$ cat config.mk
export PLATFORM = sky130hd
export DESIGN_NAME = mem_port_arbiter
export DESIGN_NICKNAME = d
export VERILOG_FILES = /design/src/rtl/mem_port_arbiter.sv
export SDC_FILE = /design/constraint.sdc
export NUM_CORES = 1
export LEC_CHECK = 0
export CAP_MARGIN = 15
export CORE_UTILIZATION = 45
export DETAILED_ROUTE_END_ITERATION = 10
export PLACE_DENSITY = 0.89
export SLEW_MARGIN = 20
export SYNTH_ARGS = -nofsm -noshare
export SYNTH_HDL_FRONTEND = slang
export SYNTH_SLANG_ARGS = --single-unit
$ cat constraint.sdc
create_clock -name clk_i -period 11.9 [get_ports clk_i]
set_input_delay 2.975 -clock clk_i [delete_from_list [all_inputs] [get_ports clk_i]]
set_output_delay 2.975 -clock clk_i [all_outputs]
set_load 0.02 [all_outputs]
$ cat src/rtl/mem_port_arbiter.sv
`default_nettype none
// ----------------------------------------------------------------------------
// mem_port_arbiter : shares one single-port memory between IF and MEM stages
// Rev 1.0
// ----------------------------------------------------------------------------
module mem_port_arbiter #(
  parameter int AW          = 32,
  parameter int DW          = 32,
  parameter int MAX_D_BURST = 4,
  parameter int TIMEOUT     = 64
) (
  input  logic          clk_i,
  input  logic          rst_i,
  input  logic          if_req_i,
  input  logic [AW-1:0] if_addr_i,
  output logic          if_ack_o,
  output logic [DW-1:0] if_rdata_o,
  input  logic          d_req_i,
  input  logic          d_we_i,
  input  logic [AW-1:0] d_addr_i,
  input  logic [DW-1:0] d_wdata_i,
  output logic          d_ack_o,
  output logic [DW-1:0] d_rdata_o,
  output logic          mem_req_o,
  output logic          mem_we_o,
  output logic [AW-1:0] mem_addr_o,
  output logic [DW-1:0] mem_wdata_o,
  input  logic [DW-1:0] mem_rdata_i,
  input  logic          mem_ready_i,
  output logic          if_stall_o,
  output logic          d_stall_o,
  output logic          timeout_o
);

  localparam int BCW = $clog2(MAX_D_BURST + 1);
  localparam int WCW = (TIMEOUT > 1) ? $clog2(TIMEOUT) : 1;
  localparam logic [BCW-1:0] BURST_MAX = BCW'(MAX_D_BURST);
  localparam logic [WCW-1:0] WAIT_LAST = WCW'((TIMEOUT > 0) ? TIMEOUT - 1 : 0);

  typedef enum logic [1:0] {
    S_IDLE    = 2'd0,
    S_IF_XFER = 2'd1,
    S_D_XFER  = 2'd2
  } state_t;

  state_t         state_q;
  logic           if_ack_q;
  logic           d_ack_q;
  logic [DW-1:0]  if_rdata_q;
  logic [DW-1:0]  d_rdata_q;
  logic           mem_req_q;
  logic           mem_we_q;
  logic [AW-1:0]  mem_addr_q;
  logic [DW-1:0]  mem_wdata_q;
  logic           timeout_q;
  logic [BCW-1:0] burst_cnt_q;
  logic [WCW-1:0] wait_cnt_q;

  logic if_valid;
  logic d_valid;
  logic d_grant;
  logic if_grant;
  logic abort;

  // A requester is still holding its request during its own ack cycle.
  assign if_valid = if_req_i & ~if_ack_q;
  assign d_valid  = d_req_i & ~d_ack_q;
  assign d_grant  = d_valid & (~if_valid | (burst_cnt_q < BURST_MAX));
  assign if_grant = if_valid & ~d_grant;
  assign abort    = (TIMEOUT > 0) && (wait_cnt_q == WAIT_LAST);

  always_ff @(posedge clk_i or posedge rst_i) begin
    if (rst_i) begin
      state_q     <= S_IDLE;
      if_ack_q    <= 1'b0;
      d_ack_q     <= 1'b0;
      if_rdata_q  <= '0;
      d_rdata_q   <= '0;
      mem_req_q   <= 1'b0;
      mem_we_q    <= 1'b0;
      mem_addr_q  <= '0;
      mem_wdata_q <= '0;
      timeout_q   <= 1'b0;
      burst_cnt_q <= '0;
      wait_cnt_q  <= '0;
    end else begin
      if_ack_q <= 1'b0;
      d_ack_q  <= 1'b0;
      if (!if_req_i) begin
        burst_cnt_q <= '0;
      end
      case (state_q)
        S_IDLE: begin
          if (d_grant) begin
            state_q     <= S_D_XFER;
            mem_req_q   <= 1'b1;
            mem_we_q    <= d_we_i;
            mem_addr_q  <= d_addr_i;
            mem_wdata_q <= d_wdata_i;
            wait_cnt_q  <= '0;
            if (if_req_i && (burst_cnt_q < BURST_MAX)) begin
              burst_cnt_q <= burst_cnt_q + BCW'(1);
            end
          end else if (if_grant) begin
            state_q     <= S_IF_XFER;
            mem_req_q   <= 1'b1;
            mem_we_q    <= 1'b0;
            mem_addr_q  <= if_addr_i;
            mem_wdata_q <= '0;
            wait_cnt_q  <= '0;
            burst_cnt_q <= '0;
          end
        end
        S_IF_XFER, S_D_XFER: begin
          // Ready in the last allowed cycle still completes normally.
          if (mem_ready_i) begin
            state_q   <= S_IDLE;
            mem_req_q <= 1'b0;
            if (state_q == S_IF_XFER) begin
              if_rdata_q <= mem_rdata_i;
              if_ack_q   <= 1'b1;
            end else begin
              if (!mem_we_q) begin
                d_rdata_q <= mem_rdata_i;
              end
              d_ack_q <= 1'b1;
            end
          end else if (abort) begin
            state_q   <= S_IDLE;
            mem_req_q <= 1'b0;
            timeout_q <= 1'b1;
            if (state_q == S_IF_XFER) begin
              if_rdata_q <= '0;
              if_ack_q   <= 1'b1;
            end else begin
              d_rdata_q <= '0;
              d_ack_q   <= 1'b1;
            end
          end else begin
            wait_cnt_q <= wait_cnt_q + WCW'(1);
          end
        end
        default: begin
          state_q   <= S_IDLE;
          mem_req_q <= 1'b0;
        end
      endcase
    end
  end

  assign if_ack_o    = if_ack_q;
  assign d_ack_o     = d_ack_q;
  assign if_rdata_o  = if_rdata_q;
  assign d_rdata_o   = d_rdata_q;
  assign mem_req_o   = mem_req_q;
  assign mem_we_o    = mem_we_q;
  assign mem_addr_o  = mem_addr_q;
  assign mem_wdata_o = mem_wdata_q;
  assign timeout_o   = timeout_q;
  assign if_stall_o  = if_req_i & ~if_ack_q;
  assign d_stall_o   = d_req_i & ~d_ack_q;

endmodule
`default_nettype wire
# Word level (Yosys, flattened, before mapping)
# Cells that the tools add are included.
word_totals:
  reg_bits: 144
  inputBits: 134
  output_inout_bits: 135
  wordCells: 89
classes:
  add_sub_neg: 2
  order_cmp: 1
  n_eq_ne: 8
  muxes: 43
  bitwise_logic: 11
  reduce_logical: 12
op_table:
  columns: ["op", "count"]
  rows:
  - ["$mux 32", 13]
  - ["$mux 6", 4]
  - ["$mux 3", 5]
  - ["$mux 1", 14]
  - ["$pmux 6 s2", 1]
  - ["$mux 2", 4]
  - ["$reduce_and 4->1", 2]
  - ["$add 6x1->6 const B", 1]
  - ["$eq 6x6->1 const B", 1]
  - ["$ne 2x2->1 const B", 3]
  - ["$ne 3x3->1 const B", 2]
  - ["$not 1->1", 6]
  - ["$reduce_and 3->1", 2]
  - ["$reduce_bool 2->1", 3]
  - ["$and 1x1->1", 4]
  - ["$pmux 2 s2", 1]
  - ["$reduce_and 2->1", 2]
  - ["$add 3x1->3 const B", 1]
  - ["$lt 3x3->1 const B", 1]
  - ["$eq 2x1->1 const B", 1]
  - ["$eq 2x2->1 const B", 1]
  - ["$logic_not 2->1", 1]
  - ["$pmux 1 s2", 1]
  - ["$reduce_or 2->1", 1]
  - ["other kinds (2)", 2]

# Depth between registers and ports, before layout
logic_depth:
  ltp_word: 10
  mapped_depth: 8
  mapped_depth_nobuf: 6

# Least setup slack after synthesis
# OpenSTA, ideal clock, no wires.
synth_path:
  path_type: "input -> output"
  from: "in d_req_i"
  to: "out d_stall_o"
  arrival_ns: 3.291
  required_time_ns: 8.925
  slack_ns: 5.634
  stages: 3
  path_buffers: 1
  cell_sequence: "nand2b_1 buf_2 inv_2"
synth_via:
  elab_chain_len: 1
synth_lines:
  columns: ["item", "line_no", "text"]
  rows:
  - ["start: declaration", "18", "input logic d_req_i,"]
  - ["$and 1x1->1", "161", "assign d_stall_o = d_req_i & ~d_ack_q;"]
  - ["end: declaration", "31", "output logic d_stall_o,"]
# Every way passes these cells.

# Final worst setup path
# Same ends and word-level chain as after synthesis.

==> results.toml <==
[floorplan]
rows = 41
dieWidth_um = 116
core_um2 = 12600
die_h_um = 116
pin_count = 269
die-area_um2 = 13400
start_util = 0.463

[synthesis]
synth-seq-area-share = 0.617
synth_seq_cells = 144
synth_cell_types = 44
yosysTopAreaCell = "dfrtp_1"
synthTopCellsByArea = "dfrtp_1, a22o_1, mux2i_1"
synth_edf_count = 0
synth_area_um2 = 5840
synth_ff_type = "dfrtp_1"
syn_area_per_cell_um2 = 12.6
synthCells = 463
yosysWarnings = 0
syn_nets = 601
async_flop_share = 1.00
netlist.area_leader.share = 0.617

[detailed_routing]
first_iter_violations = 248
first_pass_iters = 5
routedWlPerCell_um = 18.6
drc = 0
vias = 4877
viasPerCell = 5.39
antenna_left = 0
totalWireLength_mm = 16.8

[sta]
max_freq_ghz = 0.135
rsz0062_at_grt = "false"
fin_crit_ns = 7.42
timing.hold.ws_ns = 0.471
setup_slack_ns = 4.48
final_max_slew_viol_count = 0
slew_headroom = 0.326
period_share = 0.624
setup_tns_ns = 0
tightest_slew_ns = 1.01
hold_viol = 0
setup_viol = 0
skew_ns = 0.0105

[outcome]
outcome = "finished, final reports clean"

[clock_tree]
cts_max_path_buffers = 2
path_clk_slew_ns = 0.06
clock_sinks = 144
holdBufCountCts = 0
post_cts_buffers = 0
post_cts_resize_count = 0
cts_buffers = 17
cts_htree_levels = 4
cts_tree = "done"
clkLatencyLatePin_ns = 0.41
cts_root_buffer = "clkbuf_16"

[critical_path]
start_kind = "input port"
crit_arrival_ns = 4.45
path_cells = "clkdlybuf4s50_1 > nand2b_1 > inv_2 > clkdlybuf4s50_1"
max_stage_delay_ns = 0.63
crit_slowest_cell = "clkdlybuf4s50_1"
crit_fanout = 8
required_ns = 8.93
crit_path_end_kind = "primary output"
r2r_slack_ns = 9.49
crit_family = "buffers and inverters"
crit_type = "input port to primary output"
path_buf_inv = 3
crit_top_cell = "clkdlybuf4s50_1"

[finish]
mostFrequentLayoutCells = "clkdlybuf4s50_1, dfrtp_1, a22o_1"
area_delta_synth_final_pct = 57.6
seq_area_um2 = 3600
drive_gt1_frac = 0.0709
multi_input_area_um2 = 2020
final_nets = 858
final_common_cell = "clkdlybuf4s50_1"
fillers = 829
diodes = 0

[global_routing]
grt_usage = 0.248
grt_pass1_vias = 4871
grt_overflow_total = 0
grt_pass1_wl_mm = 25.3
grt_max_degree = 79
grt_antenna_before_repair = 0

[placed_design]
pre_cts_ws_ns = 4.48
gp_congestion = 0.845
dp_hpwl_mm = 11.9
io_buffers = 268

[power]
p_per_area_nw_per_um2 = 284
total_power_mw = 2.61
p_leak_nw = 4.17
peakVddDrop_mv = 0.156

[flow_run]
cap_violations = 0

[hold_path]
hold_path.class = "flip-flop to flip-flop"
## worst register-to-register path, delay by kind of cell (launching register included)
kind / cells / cell delay [ns]
AO/OA/AOI/OAI: 3 / 0.89
buffers and inverters: 2 / 0.77
flip-flops: 1 / 0.39
AND/OR/NAND/NOR: 1 / 0.29
## cells by family after synthesis
family                     Yosys count  synth area share
and+or+nand+nor                     83            0.0714
muxes                               34            0.0585
DFF                                144             0.617
AOI/OAI and AO/OA                  156             0.206
buffers and inverters               42            0.0377
adders and majority gates            4           0.00857
## final cells by class
class	count	share of cell area
clock buffer	19	0.0482
inverter	7	0.00340
clock inverter	13	0.0177
multi-input combinational	277	0.220
tap	172	0.0234
sequential	144	0.392
timing repair buffer	273	0.296
## where the power goes
group	internal, mW	switching, mW
Clock	0.336	0.205
Sequential	0.705	0.133
Combinational	0.590	0.641
Total	1.63	0.980
## synth_stat cells (3+ instances only)
master    number
o21ai_0       32
inv_1          5
nand3_1        9
a22o_1        99
clkbuf_1      13
mux2i_1       33
nor2b_1        3
nand2b_1       3
buf_4          4
ha_1           4
o21ai_1        8
buf_6          4
a21oi_1        3
nand2_1       47
dfrtp_1      144
nor2_1         4
buf_2         14
## state kept, by name (all words and copies together), names as in the netlist
register	count
burst_cnt_q	3
d_ack_o	1
d_rdata_o	32
if_ack_o	1
if_rdata_o	32
mem_addr_o	32
mem_req_o	1
mem_wdata_o	32
mem_we_o	1
state_q	2
timeout_o	1
wait_cnt_q	6
## worst paths after layout
kind | depth (start not counted) | startpoint | endpoint
worst max-delay path | 4 | d_req_i | d_stall_o
worst min-delay path | 1 | timeout_o$_DFFE_PP0P_ | timeout_o$_DFFE_PP0P_
worst max register to register | 6 | d_ack_o$_DFF_PP0_ | burst_cnt_q[1]$_DFF_PP0_
worst min register to register | 1 | timeout_o$_DFFE_PP0P_ | timeout_o$_DFFE_PP0P_
max in group asynchronous | 3 | rst_i | if_ack_o$_DFF_PP0_
min in group asynchronous | 2 | rst_i | if_rdata_o[23]$_DFFE_PP0P_
## layer usage
metal,wire length (µm),vias up,part of all wire,track usage
met1,6660,2383,0.40,0.289
met5,0,-,0,0
met3,1340,30,0.080,0.0638
met2,8480,251,0.50,0.434
li1,-,2213,-,-
met4,323,0,0.019,0.101
## per-stage QoR
step	std cells	instance area, µm²	utilization
floorplan	463	5840	-
global placement	873	8590	0.681
detailed placement	873	8590	0.681
CTS	905	9200	0.729
global route	905	9200	0.729
finish	905	9200	0.729
(Power assumes the default switching activity.)
